<file path="src/rtl/router_psum_load_pkg.sv">
// Shared definitions for the psum routers: default geometry, FSM state
// encoding and the helper that locates one psum element inside a packed vector.
package router_psum_load_pkg;

  localparam int PSUM_DATA_BITWIDTH     = 16;
  localparam int PSUM_ADDR_BITWIDTH_GLB = 10;
  localparam int PSUM_X_DIM             = 5;
  localparam int PSUM_NUM_ITER          = 3;
  localparam int PSUM_READ_ADDR_DEF     = 0;

  typedef enum logic [1:0] {
    IDLE  = 2'b00,
    ISSUE = 2'b01,
    DRAIN = 2'b10,
    LOAD  = 2'b11
  } psum_state_e;

  // Element idx of a packed psum vector starts at bit idx*width.
  function automatic int psum_slice_lsb(input int idx, input int width);
    return idx * width;
  endfunction

endpackage

</file>
<file path="src/rtl/router_psum_load_deserializer.sv">
// Index-addressed register bank: each valid strobe writes the incoming psum
// into the next element slot. The slot counter restarts on clear.
module psum_deserializer
  import router_psum_load_pkg::*;
#(
  parameter int DATA_BITWIDTH = PSUM_DATA_BITWIDTH,
  parameter int NUM_ELEM      = PSUM_X_DIM
)(
  input  logic                              clk,
  input  logic                              reset,
  input  logic                              clear,
  input  logic                              valid,
  input  logic [DATA_BITWIDTH-1:0]          data,
  output logic [DATA_BITWIDTH*NUM_ELEM-1:0] vec
);

  localparam int CNT_W = $clog2(NUM_ELEM + 1);
  localparam logic [CNT_W-1:0] ELEM_CNT = CNT_W'(NUM_ELEM);

  logic [CNT_W-1:0] wr_cnt_r;

  // Slot counter and element storage; extra strobes beyond NUM_ELEM are dropped.
  always_ff @(posedge clk or posedge reset) begin
    if (reset) begin
      wr_cnt_r <= CNT_W'(0);
      vec      <= (DATA_BITWIDTH*NUM_ELEM)'(0);
    end else if (clear) begin
      wr_cnt_r <= CNT_W'(0);
    end else if (valid && (wr_cnt_r < ELEM_CNT)) begin
      vec[psum_slice_lsb(int'(wr_cnt_r), DATA_BITWIDTH) +: DATA_BITWIDTH] <= data;
      wr_cnt_r <= wr_cnt_r + CNT_W'(1);
    end else begin
      wr_cnt_r <= wr_cnt_r;
    end
  end

endmodule

</file>
<file path="src/rtl/router_psum_load.sv">
// Psum load router: reads X_dim psums serially from the psum GLB, packs them
// into one vector and pulses the PE-row spad load. The read base advances by
// X_dim per run and wraps after NUM_ITER runs.
module router_psum_load
  import router_psum_load_pkg::*;
#(
  parameter int DATA_BITWIDTH     = PSUM_DATA_BITWIDTH,
  parameter int ADDR_BITWIDTH_GLB = PSUM_ADDR_BITWIDTH_GLB,
  parameter int X_dim             = PSUM_X_DIM,
  parameter int NUM_ITER          = PSUM_NUM_ITER,
  parameter int PSUM_READ_ADDR    = PSUM_READ_ADDR_DEF
)(
  input  logic                           clk,
  input  logic                           reset,
  input  logic                           load_psum_ctrl,
  input  logic [DATA_BITWIDTH-1:0]       r_data_glb_psum,
  output logic [ADDR_BITWIDTH_GLB-1:0]   r_addr_glb_psum,
  output logic                           read_en_glb_psum,
  output logic [DATA_BITWIDTH*X_dim-1:0] w_data_spad_psum,
  output logic                           load_en_spad,
  output logic                           busy
);

  localparam int CNT_W  = $clog2(X_dim + 1);
  localparam int ITER_W = (NUM_ITER > 1) ? $clog2(NUM_ITER) : 1;
  localparam logic [CNT_W-1:0]             RD_LAST     = CNT_W'(X_dim - 1);
  localparam logic [ITER_W-1:0]            ITER_LAST   = ITER_W'(NUM_ITER - 1);
  localparam logic [ADDR_BITWIDTH_GLB-1:0] ADDR_BASE   = ADDR_BITWIDTH_GLB'(PSUM_READ_ADDR);
  localparam logic [ADDR_BITWIDTH_GLB-1:0] ADDR_STRIDE = ADDR_BITWIDTH_GLB'(X_dim);

  psum_state_e                  state_r;
  psum_state_e                  state_s;
  logic                         start_s;
  logic [CNT_W-1:0]             rd_cnt_r;
  logic [ITER_W-1:0]            iter_r;
  // Running read base, kept as PSUM_READ_ADDR + iter*X_dim without a multiplier.
  logic [ADDR_BITWIDTH_GLB-1:0] iter_base_r;
  // GLB data is valid the cycle after a read strobe.
  logic                         capture_r;

  // Next-state logic; a start request is only honoured from IDLE.
  always_comb begin
    state_s = state_r;
    start_s = 1'b0;
    case (state_r)
      IDLE: begin
        if (load_psum_ctrl) begin
          state_s = ISSUE;
          start_s = 1'b1;
        end else begin
          state_s = IDLE;
        end
      end
      ISSUE: begin
        if (rd_cnt_r == RD_LAST) begin
          state_s = DRAIN;
        end else begin
          state_s = ISSUE;
        end
      end
      DRAIN:   state_s = LOAD;
      LOAD:    state_s = IDLE;
      default: state_s = IDLE;
    endcase
  end

  // State register.
  always_ff @(posedge clk or posedge reset) begin
    if (reset) begin
      state_r <= IDLE;
    end else begin
      state_r <= state_s;
    end
  end

  // Registered strobes, read address generation and iteration bookkeeping.
  always_ff @(posedge clk or posedge reset) begin
    if (reset) begin
      rd_cnt_r         <= CNT_W'(0);
      iter_r           <= ITER_W'(0);
      iter_base_r      <= ADDR_BASE;
      r_addr_glb_psum  <= ADDR_BASE;
      read_en_glb_psum <= 1'b0;
      load_en_spad     <= 1'b0;
      busy             <= 1'b0;
      capture_r        <= 1'b0;
    end else begin
      read_en_glb_psum <= (state_r == ISSUE);
      load_en_spad     <= (state_r == LOAD);
      busy             <= (state_r != IDLE);
      capture_r        <= read_en_glb_psum;

      if (start_s) begin
        rd_cnt_r <= CNT_W'(0);
      end else if (state_r == ISSUE) begin
        r_addr_glb_psum <= iter_base_r + ADDR_BITWIDTH_GLB'(rd_cnt_r);
        rd_cnt_r        <= rd_cnt_r + CNT_W'(1);
      end else begin
        rd_cnt_r <= rd_cnt_r;
      end

      if (state_r == LOAD) begin
        if (iter_r == ITER_LAST) begin
          iter_r      <= ITER_W'(0);
          iter_base_r <= ADDR_BASE;
        end else begin
          iter_r      <= iter_r + ITER_W'(1);
          iter_base_r <= iter_base_r + ADDR_STRIDE;
        end
      end else begin
        iter_r      <= iter_r;
        iter_base_r <= iter_base_r;
      end
    end
  end

  psum_deserializer #(
    .DATA_BITWIDTH (DATA_BITWIDTH),
    .NUM_ELEM      (X_dim)
  ) u_deser (
    .clk   (clk),
    .reset (reset),
    .clear (start_s),
    .valid (capture_r),
    .data  (r_data_glb_psum),
    .vec   (w_data_spad_psum)
  );

endmodule

</file>
<file path="config.mk">
export PLATFORM = sky130hd
export DESIGN_NAME = router_psum_load
export DESIGN_NICKNAME = d
export VERILOG_FILES = /design/src/rtl/router_psum_load_pkg.sv /design/src/rtl/router_psum_load_deserializer.sv /design/src/rtl/router_psum_load.sv
export SDC_FILE = /design/constraint.sdc
export NUM_CORES = 1
export LEC_CHECK = 0
export ABC_AREA = 1
export BUFFER_PORTS_ARGS = -buffer_cell sky130_fd_sc_hd__clkbuf_2
export CELL_PAD_IN_SITES_DETAIL_PLACEMENT = 2
export CELL_PAD_IN_SITES_GLOBAL_PLACEMENT = 2
export CORE_MARGIN = 4
export CORE_UTILIZATION = 30
export DETAILED_ROUTE_END_ITERATION = 10
export GPL_TIMING_DRIVEN = 0
export PLACE_DENSITY = 0.75
export SKIP_LAST_GASP = 1
export SYNTH_ARGS = -nofsm -noshare
export SYNTH_HDL_FRONTEND = slang
export SYNTH_SLANG_ARGS = --single-unit
</file>
<file path="constraint.sdc">
create_clock -name clk -period 4.6 [get_ports clk]
set_clock_uncertainty 0.1 [all_clocks]
set_input_delay 0.23 -clock clk [delete_from_list [all_inputs] [get_ports clk]]
set_output_delay 0.23 -clock clk [all_outputs]
set_load 0.03 [all_outputs]
</file>
==> results.md, run 1 <==
- Post-CTS setup buffer count: 0
- CTS-repair resized insts: 0
- Final hold vios: 0
- Core Footprint: 17400 µm²
- Min Tclk post-route: approximately 3.0 ns
- Most frequent cells in the layout: nand2_1 (222), dfrtp_1 (114), clkbuf_2 (111), o21ai_0 (63)
- Initial antenna violation count: 0
- FP Rows: 48
- CTS hold repair buffers: 5
- Startpoint types: flop
- Cell count after synthesis: 652
- Pwr Total: 5.40 mW
- Avg WL per Cell: 18.4 µm
- IO buf count: between 100 and 150
- CTS tree: done
- Die area: 20100 µm²
- Crit path arrival time: 3.22 ns
- WP data required: 4.86 ns
- Register area share after synthesis: 0.530
- Initial DRT Pass Iterations: 4
- Crit path kind: flop to flop
- Post-synth cell types: 32
- R2R Setup Slk: about 1.6 ns
- Util after Layout: 0.399
- First-pass GRT wire length: 31000 µm
- Critical Path Fanout Max: 11
- Crit-path max cell delay: roughly 0.55 ns
- Crit path capture type: flop
- Slew headroom: 0.614
- Routed WL: 18900 µm
- Share of cells above drive strength 1: 0.217
- Syn Nets: ~690
- Synthesized area: 5380 µm²
- Antenna Nets Post-Route: 0
- Synth-to-Final Area Change: 29.2%
- Post-route clock period utilization: 0.644
- Crit path cell chain: buf_6 -> inv_1 -> buf_1 -> ha_1 -> ha_1 -> nor4_4 -> buf_2 -> nand3_1 -> nand2_1
- Syn Area/Cell: between 8 and 9 µm²
- NumNets Final: just over 800
- Max-cap violations: 0
- Initial core utilization: 0.309
- Synth Flop Type: dfrtp_1
- Dpl cells: 989
- Leak Pwr: 3.65 nW
- Die H: 142 µm
- Via density per instance: 4.82
- Fin cells: 1026
- Largest net degree at the start of global routing: 59
- YS warnings: 0
- CTS max path bufs: 2
- Sink Count: 114
- Yosys reg bits: 114
- Peak VDD IR: approximately 370 µV
- Die X: 142 µm
- CTS root buf: clkbuf_16
- Dpl hpwl: 14100 µm
- Endpoints failing setup: 0
- Pwr/cell area: 776 nW/µm²
- Synth async-reset ratio: 1.00
- Slew @ Worst Pin: 0.575 ns
- TNS Setup: 0 ns
- Most common cell after layout, fill and taps aside: nand2_1
- DRC Markers: 0
- Routed vias: between 4000 and 5000
- RD Place Congestion: 0.764
- Unrepaired setup endpoints after global routing: no
- Reg clk slew, reported paths: roughly 0.050 ns
- Run status: complete, no violations
- Max Slew Vio Count: 0
- Slowest CP cell: nor4_4
- Worst path most repeated cell: ha_1
- GR Overflow Total: 0
- Vias in the first global route: approximately 5600
- Fmax: 338 MHz
- Tot GR Track Use: 0.198
- Worst-Skew Late Latency: about 0.43 ns
- Antenna cell count: 0
- WHS: between 0.03 and 0.04 ns
- Clock H-tree levels: 4
- Worst Hold Class: input pin to flop
- Post-synth EDFFs: 0
- # fillers: 2024
- Clock buffer count from CTS: 17
- Iteration-0 DRC Markers: 175
- IO Pins: 112
-- cells in the mapped netlist, types with 2 or more instances --
cell type	count	share of area
nor2_4	4	0.0084
nand3_2	2	0.0037
inv_1	52	0.036
nor3_1	6	0.0056
nor2_1	51	0.036
dfrtp_1	114	0.53
nand2_1	222	0.15
ha_1	13	0.030
buf_2	7	0.0065
inv_2	2	0.0014
buf_4	2	0.0028
buf_6	5	0.010
o21ai_0	63	0.059
nand4_1	2	0.0023
a21oi_1	6	0.0056
nor4_1	5	0.0058
nand2_2	3	0.0035
clkbuf_1	11	0.0077
o21ai_1	19	0.018
nand3_1	51	0.047
-- power breakdown --
part	switching [mW]	internal, mW	total (mW)
sequential	0.232	1.34	1.57
clock	0.474	1.00	1.47
combinational	1.75	0.601	2.35
total	2.46	2.94	5.40
-- cells by family after synthesis --
family | count (synthesis) | share of synthesized area
fa+ha+maj | 14 | 0.0339
xor+xnor | 1 | 0.00163
compound gates | 91 | 0.0874
simple gates | 350 | 0.279
buf+inv | 82 | 0.0676
flops | 114 | 0.530
-- path summary, 6_finish.rpt --
path,start,endpoint,cells after the start
worst min register to register,read_en_glb_psum,capture_r,0
worst min-delay path,r_data_glb_psum[2],u_deser.vec[2],3
max in group asynchronous,reset,u_deser.vec[66],4
min in group asynchronous,reset,u_deser.vec[59],3
worst max register to register,u_deser.wr_cnt_r[0],u_deser.vec[1],9
worst max-delay path,u_deser.wr_cnt_r[0],u_deser.vec[1],9
-- worst max-delay path, delay by kind of cell (launching register included) --
kind / cells / cell delay [ns]
buffers and inverters: 4 / 1.04
AND/OR/NAND/NOR: 3 / 0.74
adder cells (fa/ha/maj): 2 / 0.60
flip-flops: 1 / 0.43
-- metrics by stage --
stage,cell area (µm²),setup WS [ns]
after detailed placement,6250,1.63
final,6960,1.64
after global placement,6220,-0.221
after floorplan,5380,1.25
after CTS,6960,1.61
after global routing,6960,1.35
-- sequential cells by signal (all words and copies together) (netlist names), named ones only --
signal and flops:
busy 1, read_en_glb_psum 1, iter_r 2, u_deser.wr_cnt_r 3, u_deser.vec 80, state_r 1
iter_base_r 10, r_addr_glb_psum 10, load_en_spad 1, rd_cnt_r 3, capture_r 1
-- layer usage --
metal  part of all wire  vias up  GRT usage
met1               0.43     2455      0.235
li1                   -     2355          -
met5                  0        -          0
met3              0.046       26     0.0497
met4              0.024        0     0.0667
met2               0.50      111      0.350
-- layout make-up --
type                            instances  area, µm²  area share
Buffer                                 26        151      0.0218
Clock buffer                           22        474      0.0682
Clock inverter                         10        179      0.0257
Inverter                               56        218      0.0313
Multi-Input combinational cell        456       2170       0.311
Sequential cell                       114       2850       0.410
Tap cell                              225        282      0.0405
Timing Repair Buffer                  117        633      0.0910
Note: power is estimated with default switching activity, not from simulation.
==> inputs of run 2 (changes only) <==
clock period = 2.75 ns   (was 4.6 ns; I/O delays follow)
==> run 2 against run 1 <==
Against the previous run: the run now ends with hold timing left; count of clock-buffer cells in the layout up 1; largest cell class unchanged; die area unchanged; critical path depth up 2; fmax up 14%; design area up 2.8%; register-to-register slack worse by 1.5 ns; utilization up 1.1 points; via count up 2.4%; worst hold slack worse by 0.036 ns.
==> results.md, run 2 (synthesized netlist as in run 1, its figures left out) <==
- Clock H-tree levels: 4 (unchanged)
- WP data required: 2.97 ns (was 4.86 ns)
- Synth-to-Final Area Change: 32.8% (was 29.2%)
- Util after Layout: 0.410 (was 0.399)
- Avg WL per Cell: 18.7 µm (was 18.4 µm)
- Unrepaired setup endpoints after global routing: yes (was no)
- Most frequent cells in the layout: nand2_1 (222), clkbuf_2 (115), dfrtp_1 (113), o21ai_0 (61) (was nand2_1 (222), dfrtp_1 (114), clkbuf_2 (111), o21ai_0 (63))
- Max Slew Vio Count: 0 (unchanged)
- Slew headroom: 0.607 (was 0.614)
- Slew @ Worst Pin: 0.589 ns (was 0.575 ns)
- Via density per instance: 4.86 (was 4.82)
- Endpoints failing setup: 0 (unchanged)
- Sink Count: 114 (unchanged)
- Hold path depth: 3 (unchanged)
- Post-route clock period utilization: 0.948 (was 0.644)
- Pwr Total: 9.14 mW (was 5.40 mW)
- Largest net degree at the start of global routing: 43 (was 59)
- Antenna Nets Post-Route: 0 (unchanged)
- CTS tree: done (unchanged)
- Pwr/cell area: 1280 nW/µm² (was 776 nW/µm²)
- Final hold vios: 1 (was 0)
- Max-cap violations: 0 (unchanged)
- First-pass GRT wire length: 31600 µm (was 31000 µm)
- R2R Setup Slk: 0.14 ns (was 1.64 ns)
- Failing checks: hold timing
- Crit path kind: flop to flop (unchanged)
- WHS: -0.00597 ns (was 0.0301 ns)
- Largest registers: u_deser.vec x80, iter_base_r x10, r_addr_glb_psum x10 (unchanged)
- Crit path arrival time: 2.83 ns (was 3.22 ns)
- CTS root buf: clkbuf_16 (unchanged)
- Reg clk slew, reported paths: 0.06 ns (was 0.05 ns)
- Die H: 142 µm (unchanged)
- Antenna cell count: 0 (unchanged)
- Largest register FFs: 80 (unchanged)
- Hold Crit Endpoint: u_deser.vec[6] (was u_deser.vec[2])
- Worst-Skew Late Latency: 0.42 ns (was 0.43 ns)
- Initial DRT Pass Iterations: 4 (unchanged)
- GR Overflow Total: 0 (unchanged)
- Routed WL: 19500 µm (was 18900 µm)
- Share of cells above drive strength 1: 0.234 (was 0.217)
- NumNets Final: 837 (was 821)
- Min Tclk post-route: 2.61 ns (was 2.96 ns)
- IO buf count: 111 (unchanged)
- Startpoint types: flop (unchanged)
- Tot GR Track Use: 0.200 (was 0.198)
- Critical Path Fanout Max: 11 (unchanged)
- R2r endpoint: u_deser.vec[41] (was u_deser.vec[1])
- Most flop-heavy register: u_deser.vec (unchanged)
- IO Pins: 112 (unchanged)
- Crit path capture type: flop (unchanged)
- RD Place Congestion: 0.795 (was 0.764)
- Dpl hpwl: 14400 µm (was 14100 µm)
- Iteration-0 DRC Markers: 152 (was 175)
- TNS Setup: 0 ns (unchanged)
- DRC Markers: 0 (unchanged)
- Run status: finished, violations left (was complete, no violations)
- Fmax: 384 MHz (was 338 MHz)
- Most common cell after layout, fill and taps aside: nand2_1 (unchanged)
- Initial antenna violation count: 0 (unchanged)
- Worst Reg-to-Reg Cells: 11 (was 9)
- FP Rows: 48 (unchanged)
- Worst Hold Class: input pin to flop (unchanged)
- Clock buffer count from CTS: 17 (unchanged)
- Initial core utilization: 0.309 (unchanged)
- Leak Pwr: 3.74 nW (was 3.65 nW)
- CTS max path bufs: 2 (unchanged)
- Routed vias: 5068 (was 4947)
- Vias in the first global route: 5752 (was 5645)
- # fillers: 2036 (was 2024)
- Die X: 142 µm (unchanged)
- Die area: 20100 µm² (unchanged)
- Peak VDD IR: 562 µV (was 366 µV)
- Hold path start: r_data_glb_psum[6] (was r_data_glb_psum[2])
- Core Footprint: 17400 µm² (unchanged)
- Reg-to-reg startpoint: u_deser.wr_cnt_r[0] (unchanged)
## run 2: how the worst max path moves through the flow
stage / slack [ns] / cells after the start / from / end
after floorplan: 0.27 / 12 / u_deser.wr_cnt_r[0] / u_deser.vec[0]
after global placement: -0.11 / 9 / u_deser.wr_cnt_r[0] / u_deser.vec[1]
after detailed placement: -0.23 / 12 / u_deser.wr_cnt_r[0] / u_deser.vec[7]
after CTS: -0.006 / 11 / u_deser.wr_cnt_r[0] / u_deser.vec[64]
after global routing: -0.02 / 12 / u_deser.wr_cnt_r[0] / u_deser.vec[5]
final: 0.14 / 11 / u_deser.wr_cnt_r[0] / u_deser.vec[41]
## run 2: layout make-up
type,count,area [µm²],area share
plain buffers,26,164,0.0229
clock buffers,23,498,0.0697
clock inverters,9,150,0.0210
inverters,56,216,0.0303
multi-input cells,456,2190,0.306
flip-flops and latches,114,2850,0.399
well taps,225,282,0.0394
repair buffers,133,796,0.111
## run 2: repair_timing
item                                    in CTS  in global routing
endpoints found under the setup margin      67                 60
hold buffers                                15                  0
pin swaps                                    1                  3
gates resized for setup                     10                  8
buffers inserted                             2                  2
hold endpoints to repair                    45                  0
## run 2: power breakdown
group / switching, mW / total [mW] / internal (mW)
Clock: 0.801 / 2.43 / 1.63
Sequential: 0.393 / 2.63 / 2.24
Combinational: 2.98 / 4.08 / 1.10
## run 2: worst max-delay path: stages (launching register included)
cell and delay, ns:
dfrtp_2 0.41, buf_6 0.19, inv_1 0.11, clkbuf_4 0.21, ha_1 0.27, ha_2 0.25
nor2_4 0.17, inv_1 0.13, buf_2 0.21, nor2_1 0.17, nand2_1 0.09, o21ai_0 0.22
## run 2: layer usage
layer	GRT usage	up-vias	part of all wire
met5	0	-	0
met4	0.0500	0	0.012
met3	0.0417	21	0.040
met2	0.362	95	0.52
met1	0.243	2571	0.43
li1	-	2381	-
## run 2: stage by stage
step / setup slack, ns / cell area, µm² / hold slack [ns] / std cells
final: 0.143 / 7150 / -0.00597 / 1042
after global routing: -0.0201 / 7150 / 0.00411 / 1042
after CTS: -0.00591 / 7110 / 0.000820 / 1040
after detailed placement: -0.231 / 6280 / 0.128 / 991
after global placement: -0.111 / 6220 / 0.299 / 988
after floorplan: 0.266 / 5390 / 0.178 / 652
